### config.mk
export PLATFORM = sky130hd
export DESIGN_NAME = mem_arbiter
export DESIGN_NICKNAME = d
export VERILOG_FILES = /design/src/rtl/mem_arbiter.sv
export SDC_FILE = /design/constraint.sdc
export NUM_CORES = 1
export LEC_CHECK = 0
export CAP_MARGIN = 10
export CELL_PAD_IN_SITES_DETAIL_PLACEMENT = 0
export CELL_PAD_IN_SITES_GLOBAL_PLACEMENT = 1
export CORE_ASPECT_RATIO = 1.4
export CORE_MARGIN = 2
export CORE_UTILIZATION = 19
export CTS_BUF_LIST = sky130_fd_sc_hd__clkbuf_16
export CTS_CLUSTER_DIAMETER = 100
export CTS_CLUSTER_SIZE = 24
export DETAILED_ROUTE_END_ITERATION = 7
export MAX_ROUTING_LAYER = met4
export PLACE_DENSITY = 0.83
export SKIP_LAST_GASP = 1
export SLEW_MARGIN = 5
export SYNTH_ARGS = -nofsm -noshare
export SYNTH_HDL_FRONTEND = slang
export SYNTH_SLANG_ARGS = --single-unit
export TNS_END_PERCENT = 100
### constraint.sdc
create_clock -name clk -period 1.53 [get_ports clk]
set_input_delay 0.2295 -clock clk [delete_from_list [all_inputs] [get_ports clk]]
set_output_delay 0.2295 -clock clk [all_outputs]
set_load 0.01 [all_outputs]
### src/rtl/mem_arbiter.sv
// Shared-memory arbiter: serialises I-cache fills, D-cache fills and D-cache
// write-through stores onto the single multicycle memory port.
module mem_arbiter #(
  parameter int MEM_LAT = 4,
  parameter int WORDS   = 8
) (
  input  logic        clk,
  input  logic        rst,
  input  logic        ic_req,
  input  logic [15:0] ic_addr,
  input  logic        dc_req,
  input  logic [15:0] dc_addr,
  input  logic        dc_wr,
  input  logic [15:0] dc_wr_addr,
  input  logic [15:0] dc_wr_data,
  output logic [15:0] fill_data,
  output logic [2:0]  fill_word,
  output logic        ic_fill_valid,
  output logic        dc_fill_valid,
  output logic        ic_done,
  output logic        dc_done,
  output logic        wr_ack,
  output logic [15:0] mem_addr,
  output logic [15:0] mem_data_in,
  output logic        mem_enable,
  output logic        mem_wr,
  input  logic [15:0] mem_data_out,
  input  logic        mem_data_valid
);

  // state   | meaning
  // IDLE    | arbitrate: store first, then round-robin between fills
  // FILL_IC | issue 8 reads, steer returned words to the I-cache
  // FILL_DC | issue 8 reads, steer returned words to the D-cache
  // WRITE   | single-cycle write-through store
  typedef enum logic [1:0] {IDLE, FILL_IC, FILL_DC, WRITE} state_t;

  // Counter widths and the 2-byte address step assume 8-word lines; memory
  // latency only shapes when returns arrive, the FSM just counts them.
  if (WORDS != 8 || MEM_LAT < 1) begin : g_bad_params
    $error("mem_arbiter: unsupported WORDS/MEM_LAT");
  end

  state_t      state, state_nxt;
  logic [15:0] base, base_nxt;
  logic [3:0]  issue_cnt, issue_nxt;
  logic [2:0]  ret_cnt, ret_nxt;
  logic        rr_ic, rr_nxt;
  logic        in_fill;

  always_ff @(posedge clk or negedge rst) begin
    if (!rst) begin
      state     <= IDLE;
      base      <= 16'h0000;
      issue_cnt <= 4'd0;
      ret_cnt   <= 3'd0;
      rr_ic     <= 1'b0;
    end else begin
      state     <= state_nxt;
      base      <= base_nxt;
      issue_cnt <= issue_nxt;
      ret_cnt   <= ret_nxt;
      rr_ic     <= rr_nxt;
    end
  end

  assign in_fill = (state == FILL_IC) || (state == FILL_DC);

  always_comb begin
    state_nxt     = state;
    base_nxt      = base;
    issue_nxt     = issue_cnt;
    ret_nxt       = ret_cnt;
    rr_nxt        = rr_ic;
    fill_data     = 16'h0000;
    fill_word     = 3'd0;
    ic_fill_valid = 1'b0;
    dc_fill_valid = 1'b0;
    ic_done       = 1'b0;
    dc_done       = 1'b0;
    wr_ack        = 1'b0;
    mem_addr      = 16'h0000;
    mem_data_in   = 16'h0000;
    mem_enable    = 1'b0;
    mem_wr        = 1'b0;

    case (state)
      IDLE: begin
        if (dc_wr) begin
          state_nxt = WRITE;
        end else if (ic_req && (!dc_req || rr_ic)) begin
          state_nxt = FILL_IC;
          base_nxt  = ic_addr & 16'hFFF0;
          issue_nxt = 4'd0;
          ret_nxt   = 3'd0;
        end else if (dc_req) begin
          state_nxt = FILL_DC;
          base_nxt  = dc_addr & 16'hFFF0;
          issue_nxt = 4'd0;
          ret_nxt   = 3'd0;
        end
      end
      WRITE: begin
        mem_enable  = 1'b1;
        mem_wr      = 1'b1;
        mem_addr    = dc_wr_addr;
        mem_data_in = dc_wr_data;
        wr_ack      = 1'b1;
        state_nxt   = IDLE;
      end
      default: begin
        if (issue_cnt < 4'(WORDS)) begin
          mem_enable = 1'b1;
          mem_addr   = base + {11'd0, issue_cnt, 1'b0};
          issue_nxt  = issue_cnt + 4'd1;
        end
        if (in_fill && mem_data_valid) begin
          fill_data     = mem_data_out;
          fill_word     = ret_cnt;
          ic_fill_valid = (state == FILL_IC);
          dc_fill_valid = (state == FILL_DC);
          ret_nxt       = ret_cnt + 3'd1;
          if (ret_cnt == 3'(WORDS - 1)) begin
            ic_done   = (state == FILL_IC);
            dc_done   = (state == FILL_DC);
            state_nxt = IDLE;
            rr_nxt    = ~rr_ic;
          end
        end
      end
    endcase
  end

endmodule
==> results.txt, run 1 <==
The run finished, with violations left. The final reports fail on setup timing. Cells with a size suffix above 1 make up 34.7% of the layout.

The kind of start point of the critical path is a register. The tools report the total vias in the final route as 2150. The die is 83.9 um wide. The tools report the timing startpoint of the critical path as state[1]. CTS placed an instance of sky130_fd_sc_hd__clkbuf_16 at the clock tree root. Layout net count: 454. The synthesized netlist contains 40 unique library cells. For the floorplan die area, the log shows 9730 sq um. The synthesized design spends more area on one cell type than any other, namely sky130_fd_sc_hd__dfrtp_1.

Prior to clock tree synthesis, the placed netlist has a worst setup slack of -0.546 ns. The class of the tightest hold or removal check is in -> async. Dividing total power by cell area gives a power density of 1850 nW/um^2. Yosys attributes the largest share of cell area to sky130_fd_sc_hd__dfrtp_1 32%, sky130_fd_sc_hd__and3_1 8.8%, sky130_fd_sc_hd__a22o_1 7.7%. Compared with the post-synthesis result, the final layout area differs by 105%. The H-tree depth reported by CTS was 1; the number of setup violations in the final report was 60. The number of placed instances, taps included was 451; the number of buffers added by the clock tree synthesis step was 3. The critical path is of the reg -> out type. For the final wirelength, the log shows 6910 um.

At the pin with the least slew margin, the transition time is 0.292 ns. Buffers placed on the I/O ports in this run total 135. The least setup slack across all paths after layout was -0.323 ns; the number of register bits inferred by synthesis was 22.

Setup TNS: -11.05 ns. The top achievable clock speed was 540 MHz. Yosys printed 0 warnings. Of all nets on the critical path, the largest fanout is 8. The number of buffers inserted by hold repair at cts was 0; the placeable core area was 8660 sq um. Final period demand of the worst path: 1.85 ns.

The data arrival time at the worst-slack endpoint came out at 1.62 ns. The portion of synthesized cell area occupied by the leading cell type is 32.4%, and the clock tree buffer depth is 2. The tool flagged a number of max-cap violations equal to 0.

For the final cell count without fillers, the log shows 465. The required time at the worst-slack endpoint was 1.30 ns; the all-layer global routing usage was 13.6%. After technology mapping, the gate count stands at 199.

The congestion estimate from routability-driven global placement came to 0.859. For the final-report hold violation count, the log shows 0. The run gives 0.00254 ns as the final clock skew. The initial utilization of the core area, before any placement, comes to 19.6%. Dividing the final minimum period by the clock period gives 121%. At the end of the flow the core is filled with cells to 40.3%.

Headroom to the max-slew limit came out at 80.5%. The run gives 61 as the DRC violation total after the first TritonRoute iteration. Walking the worst path, the cells encountered are buf_6, ha_4, nor2b_4, buf_6, a22o_1, buf_2. In this design, the critical path's most frequently occurring cell is sky130_fd_sc_hd__buf_6. Counting flops with a built-in enable in the synthesized netlist gives 0.

In this run the cell area of the synthesized design comes to 1700 sq um. By instance count, the leading cell after synthesis is sky130_fd_sc_hd__and3_1. The repair_antennas step left the layout with diodes totalling 0. Post-synthesis sequential area ratio: 32.4%. Using the TritonRoute via totals, the vias-per-cell ratio works out to 4.62.

Largest net degree at the start of global routing: 27. The logs give 0 for the number of antenna violations at the first check in global routing and 5430 um for the half-perimeter wire length after placement. The cell with the largest stage delay on the worst path was sky130_fd_sc_hd__dfrtp_2. The total nets after synthesis was 292. For the final max-slew violation count, the log shows 0. TritonCTS built the clock tree. The layout has 885 filler cells.

Launch instance of the worst register-to-register path: state[0]. The clock net in this run drives a total of 22 sinks. The synthesized area per cell was 8.54 sq um; the leakage power of the design was 1.63 nW.

Clock-pin transition on the worst setup and hold timing paths: 0.06 ns. The tools report the critical path capture point type as an output port. The number of top-level pins was 144; the global-route wire length before repair was 10500 um. The tools report the via count of the first global-routing pass as 2112.

The largest single stage delay on the critical path is 0.42 ns. Across the VDD grid, the largest voltage drop is 0.000801 V. After synthesis, the share of flip-flops with an asynchronous set or reset is 100%. Once detail routing completed, the nets flagged for antenna violations numbered 0. The later pin in the worst-skew pair is clocked with a latency of 0.25 ns. The most used flip-flop cell after synthesis is sky130_fd_sc_hd__dfrtp_1.

The die outline height works out to 116 um. After synthesis, the most frequently instantiated cells are 24 x sky130_fd_sc_hd__and3_1, 22 x sky130_fd_sc_hd__dfrtp_1, 18 x sky130_fd_sc_hd__and2_1. The routed wire length per instance was 14.9 um; the number of detailed-route iterations in the first pass was 4.

The initialized floorplan defines 40 standard-cell rows. Setup repair after global routing could not meet its margin everywhere. In the routed design, unresolved DRC markers number 0. For this run the aggregate overflow at the end of global routing stands at 0.
==> logic make-up (layout without fill, tap and decap cells) <==
| kind of cell | Yosys count | in the layout | synth area share [%] |
|---|---|---|---|
| simple gates | 74 | 74 | 25.8 |
| compound gates | 70 | 70 | 28.1 |
| buf+inv | 24 | 185 | 7.44 |
| flops | 22 | 22 | 32.4 |
| fa+ha+maj | 7 | 7 | 5.15 |
| xor+xnor | 1 | 1 | 0.516 |
| mux | 1 | 1 | 0.589 |
==> cells in the final DEF (no fill, tap or decap), types with 2 or more instances in the layout <==
cell and instances:
sky130_fd_sc_hd__a211o_1 2, sky130_fd_sc_hd__a21oi_1 16, sky130_fd_sc_hd__a22o_1 14, sky130_fd_sc_hd__a31oi_1 12, sky130_fd_sc_hd__and2_1 17, sky130_fd_sc_hd__and3_1 23
sky130_fd_sc_hd__and3_2 2, sky130_fd_sc_hd__buf_2 34, sky130_fd_sc_hd__buf_4 29, sky130_fd_sc_hd__buf_6 16, sky130_fd_sc_hd__clkbuf_16 4, sky130_fd_sc_hd__clkdlybuf4s15_2 19
sky130_fd_sc_hd__clkdlybuf4s50_1 77, sky130_fd_sc_hd__dfrtp_1 20, sky130_fd_sc_hd__dfrtp_2 2, sky130_fd_sc_hd__ha_1 3, sky130_fd_sc_hd__ha_4 3, sky130_fd_sc_hd__inv_1 2
sky130_fd_sc_hd__inv_2 2, sky130_fd_sc_hd__nand2_1 2, sky130_fd_sc_hd__nand3_1 12, sky130_fd_sc_hd__nor2_1 4, sky130_fd_sc_hd__nor2b_4 2, sky130_fd_sc_hd__o21ai_0 14
sky130_fd_sc_hd__o21ba_2 2, sky130_fd_sc_hd__o2bb2ai_1 3
==> critical path: cells and delay by family (launching register included) <==
family / cells / cell delay, ns
AOI/OAI and AO/OA: 1 / 0.23
adders and majority gates: 1 / 0.18
DFF: 1 / 0.42
buffers and inverters: 3 / 0.40
and+or+nand+nor: 1 / 0.14
==> final cells by class <==
cell class	count	area, sq um	area share, %
tap	105	131	3.77
timing repair buffer	177	1600	45.8
clock buffer	3	75.1	2.15
inverter	4	15.0	0.431
clock inverter	1	3.75	0.108
sequential	22	553	15.9
multi-input combinational	153	1110	31.9
==> path summary, 6_finish.rpt <==
check | endpoint | cells past startpoint | slack (ns)
worst max-delay path | mem_addr[2] | 6 | -0.32
worst min-delay path | issue_cnt[0] | 2 | 0.34
worst max register to register | ret_cnt[1] | 7 | -0.16
worst min register to register | rr_ic | 1 | 0.53
max in group asynchronous | state[1] | 2 | 0.95
min in group clk | rr_ic | 1 | 0.53
==> state kept, by name (all words and copies together) (netlist names) <==
name / count
ret_cnt: 3
state: 2
base: 12
rr_ic: 1
issue_cnt: 4
==> report_power, final <==
part | switching [mW] | leakage (nW) | internal (mW) | total, mW
Sequential | 0.232 | 0.258 | 0.874 | 1.11
Clock | 0.203 | 0.0385 | 0.348 | 0.552
Combinational | 2.14 | 1.33 | 2.67 | 4.81
Total | 2.57 | 1.63 | 3.90 | 6.47
==> stage by stage <==
| step | cell area (sq um) | power, mW | hold slack [ns] |
|---|---|---|---|
| floorplan | 1740 | 3.35 | -0.0661 |
| global placement | 3340 | 5.59 | 0.506 |
| detailed placement | 3340 | 5.65 | 0.516 |
| CTS | 3480 | 6.29 | 0.348 |
| global route | 3490 | 6.94 | 0.370 |
| finish | 3490 | 6.47 | 0.336 |
==> metal layers <==
metal  share of wire (%)  vias up  GRT usage, %  wire [um]
met5                   0        -             -          0
met4                 1.3        0          3.76         88
li1                    -     1062             -          -
met1                  40     1007          14.9       2730
met2                  55       75          26.3       3800
met3                 4.2        6         0.783        288
==> timing repair <==
action,4_1_cts,5_1_grt
buffers inserted,4,3
setup endpoints to repair,63,61
gates cloned,2,1
pin swaps,8,5
hold endpoints to repair,0,0
gates resized for setup,230,21
Note: power is estimated with default switching activity, not from simulation.
==> inputs of run 2 (changes only) <==
--- a/config.mk
+++ b/config.mk
@@ -17,7 +17,6 @@
 export DETAILED_ROUTE_END_ITERATION = 7
 export MAX_ROUTING_LAYER = met4
 export PLACE_DENSITY = 0.83
-export SKIP_LAST_GASP = 1
 export SLEW_MARGIN = 5
 export SYNTH_ARGS = -nofsm -noshare
 export SYNTH_HDL_FRONTEND = slang
==> constraint.sdc (replaced) <==
create_clock -name clk -period 1.53 [get_ports clk]
set_input_delay 0.2295 -clock clk [delete_from_list [all_inputs] [get_ports clk]]
set_output_delay 0.2295 -clock clk [all_outputs]
set_load 0.005 [all_outputs]
==> results.txt, run 2 (same netlist as run 1, synthesis figures left out) <==
The leakage power of the design is 1.76 nW (+8.3%), and the final design instance area without fill is 3760 sq um (+7.8%). The total power draw is 7.13 mW (+10%). Fill cell total of the finished layout: 851 (-3.8%). The leading cell type in the layout, fill and taps excluded was sky130_fd_sc_hd__clkdlybuf4s50_1. The run gives 8660 sq um (unchanged) as the placeable core area. The count of standard-cell rows is 40 (unchanged).

The tools report the CTS sink count as 22 (unchanged). The number of buffers added by the clock tree synthesis step came out at 3 (unchanged). The tools report the final RePlAce weighted congestion as 0.778 (-9.4%). The post-detailed-route DRC marker count was 0 (unchanged); the half-perimeter wire length after placement was 5400 um (-0.50%).

The logs give 0 (unchanged) for the final-report hold violation count and 1.65 ns (+0.03 ns) for the data arrival time at the worst-slack endpoint. The run finished, with violations left. The cell class contributing the biggest share of worst-path delay was flip-flops. The H-tree depth reported by CTS is 1 (unchanged), and the final wirelength is 7650 um (+11%). Critical path depth: 6 (unchanged). Cell at the root of the clock tree: sky130_fd_sc_hd__clkbuf_16. The slew of the pin with the lowest slew margin was 0.290 ns (-0.00219 ns); the utilization of the core after routing was 43.4% (+3.2 points).

The final max-slew violation count came out at 0 (unchanged). The average via count per standard cell came out at 4.69 (+1.4%). Setup repair after global routing could not meet its margin everywhere.

For the count of max-cap constraint violations, the log shows 0 (unchanged). Launch instance of the worst register-to-register path: state[0]. For the total vias in the final route, the log shows 2237 (+4.0%). The horizontal extent of the die was 83.9 um (unchanged). The final clock skew was 0.00526 ns (+0.00272 ns); the clock tree buffer depth was 2 (unchanged). Effective utilization at floorplan: 19.6% (unchanged). For the largest net degree at the start of global routing, the log shows 23 (-15%).

The area added between synthesis and finish came out at 121%. The worst reg-to-reg path cell count is 9 (+2), and the register-to-register setup slack is -0.20 ns (-0.04 ns). The run gives 0 (unchanged) as the number of buffers inserted by hold repair at cts.

The worst ir drop on vdd was 0.000925 V (+15%); the top achievable clock speed was 533 MHz (-1.3%). The sum of buffers and inverters on the critical path works out to 3 (unchanged). The tools report the number of top-level pins as 144 (unchanged).

The routed wire length per instance was 16.0 um (+8.0%). The layout net count is 466 (+2.6%), and the number of antenna violations at the first check in global routing is 0 (unchanged). The remaining global-route overflow came out at 0 (unchanged). The class of the tightest hold or removal check was in -> async. The DRC violation total after the first TritonRoute iteration came out at 83 (+36%). The layout cell share with drive strength beyond 1 came out at 44.1% (+9.4 points). The die outline height works out to 116 um (unchanged). The critical path capture point type was an output port. The slowest stage of the critical path is the sky130_fd_sc_hd__dfrtp_1 cell.

The run gives 3360 sq um (+0.64%) as the cell area after placement. Counting flops per register, the top entry is base. The critical path is of the reg -> out type. The checks that failed: setup timing. The endpoint of the lowest-slack register-to-register path was ret_cnt[2]. The final period demand of the worst path was 1.88 ns (+0.0236 ns); the required time at the worst-slack endpoint was 1.30 ns (about the same). STA classifies the critical path startpoint as a register. The flip-flop count of the largest register, all copies and words added works out to 12 (unchanged).

The diode insertion count for antenna repair is 0 (unchanged), and the least setup slack across all paths after layout is -0.347 ns (-0.0236 ns). TritonCTS built the clock tree. The via count of the first global-routing pass is 2236 (+5.9%).

The timing startpoint of the critical path is state[0]. The largest registers in the layout are base (12), issue_cnt (4), ret_cnt (3). The highest cell delay on the worst timing path works out to 0.40 ns (-0.02 ns). Relative slew slack: 80.1% (-0.41 points).

Number of detailed-route iterations in the first pass: 4 (unchanged). In the layout the commonest cells are 77 x sky130_fd_sc_hd__clkdlybuf4s50_1, 34 x sky130_fd_sc_hd__buf_6, 30 x sky130_fd_sc_hd__buf_4. Walking the worst path, the cells encountered are inv_2, ha_4, nor2b_4, buf_6, a22o_1, buf_2. The floorplan die area came out at 9730 sq um (unchanged).

The highest fanout seen on the critical path works out to 8 (unchanged). The insertion delay of the later-clocked pin in the worst-skew pair is 0.25 ns (about the same). The run gives 67 (+12%) as the number of setup violations in the final report. The count of nets left with antenna violations after detail routing was 0 (unchanged); the clock-pin transition on the worst setup and hold timing paths was 0.06 ns (about the same).

The power density normalized to cell area is 1900 nW/um^2 (+2.2%). The number of buffers inserted by port buffering is 135 (unchanged), and the global-route wire length before repair is 11600 um (+10%). For the setup TNS, the log shows -13.71 ns (-2.66 ns).

The final cycle utilization of the critical path came out at 123% (+1.5 points). All-layer global routing usage: 15.3% (+1.7 points).
## run 2: cell types whose count changed in the layout (fill, tap and decap cells not counted), sizes merged
| cell | previous run | this run |
|---|---|---|
| buf | 80 | 99 |
| clkbuf | 4 | 15 |
| clkdlybuf4s15 | 19 | 1 |
## run 2: repair_timing
action / 4_1_cts / 5_1_grt
gates resized for setup: 253 / 59
endpoints found under the setup margin: 63 / 68
setup buffers: 15 / 8
pin swaps: 14 / 15
gates cloned: 3 / 1
## run 2: worst reg2reg max path: cells and delay by family (launching register included)
| family | cells | cell delay [ns] |
|---|---|---|
| and+or+nand+nor | 1 | 0.25 |
| adders and majority gates | 1 | 0.18 |
| buffers and inverters | 5 | 0.65 |
| DFF | 1 | 0.41 |
| AOI/OAI and AO/OA | 2 | 0.16 |
## run 2: power breakdown
group	switching, mW	total (mW)	internal (mW)
registers	0.264	1.13	0.869
logic	2.21	5.44	3.23
clock network	0.208	0.557	0.349
## run 2: through the flow
stage | hold WS (ns) | setup WS [ns] | std cells
2_1_floorplan | -0.0661 | 0.00806 | 199
3_5_place_dp | 0.520 | -0.463 | 452
3_3_place_gp | 0.507 | -0.432 | 452
6_report | 0.339 | -0.347 | 477
4_1_cts | 0.357 | -0.324 | 473
5_1_grt | 0.388 | -0.412 | 477
## run 2: per-layer routing
metal | global-route usage (%) | vias to the layer above | part of all wire [%] | routed length (um)
met5 | - | - | 0 | 0
met4 | 3.98 | 0 | 1.7 | 131
met3 | 2.42 | 10 | 5.1 | 388
met2 | 28.6 | 82 | 54 | 4130
met1 | 16.9 | 1061 | 39 | 3000
li1 | - | 1084 | - | -
## run 2: cell type report
class / instances / area (sq um) / share of cell area [%]
sequential: 22 / 551 / 14.6
clock inverter: 1 / 3.75 / 0.0998
timing repair buffer: 189 / 1730 / 46.0
inverter: 4 / 15.0 / 0.399
clock buffer: 3 / 75.1 / 2.00
tap: 105 / 131 / 3.49
multi-input combinational: 153 / 1250 / 33.3
## run 2: worst max path at each step
stage / endpoint / slack (ns)
global placement: mem_addr[12] / -0.43
finish: mem_addr[8] / -0.35
detailed placement: mem_addr[2] / -0.46
floorplan: mem_addr[11] / 0.008
CTS: fill_word[1] / -0.32
global route: mem_addr[8] / -0.41
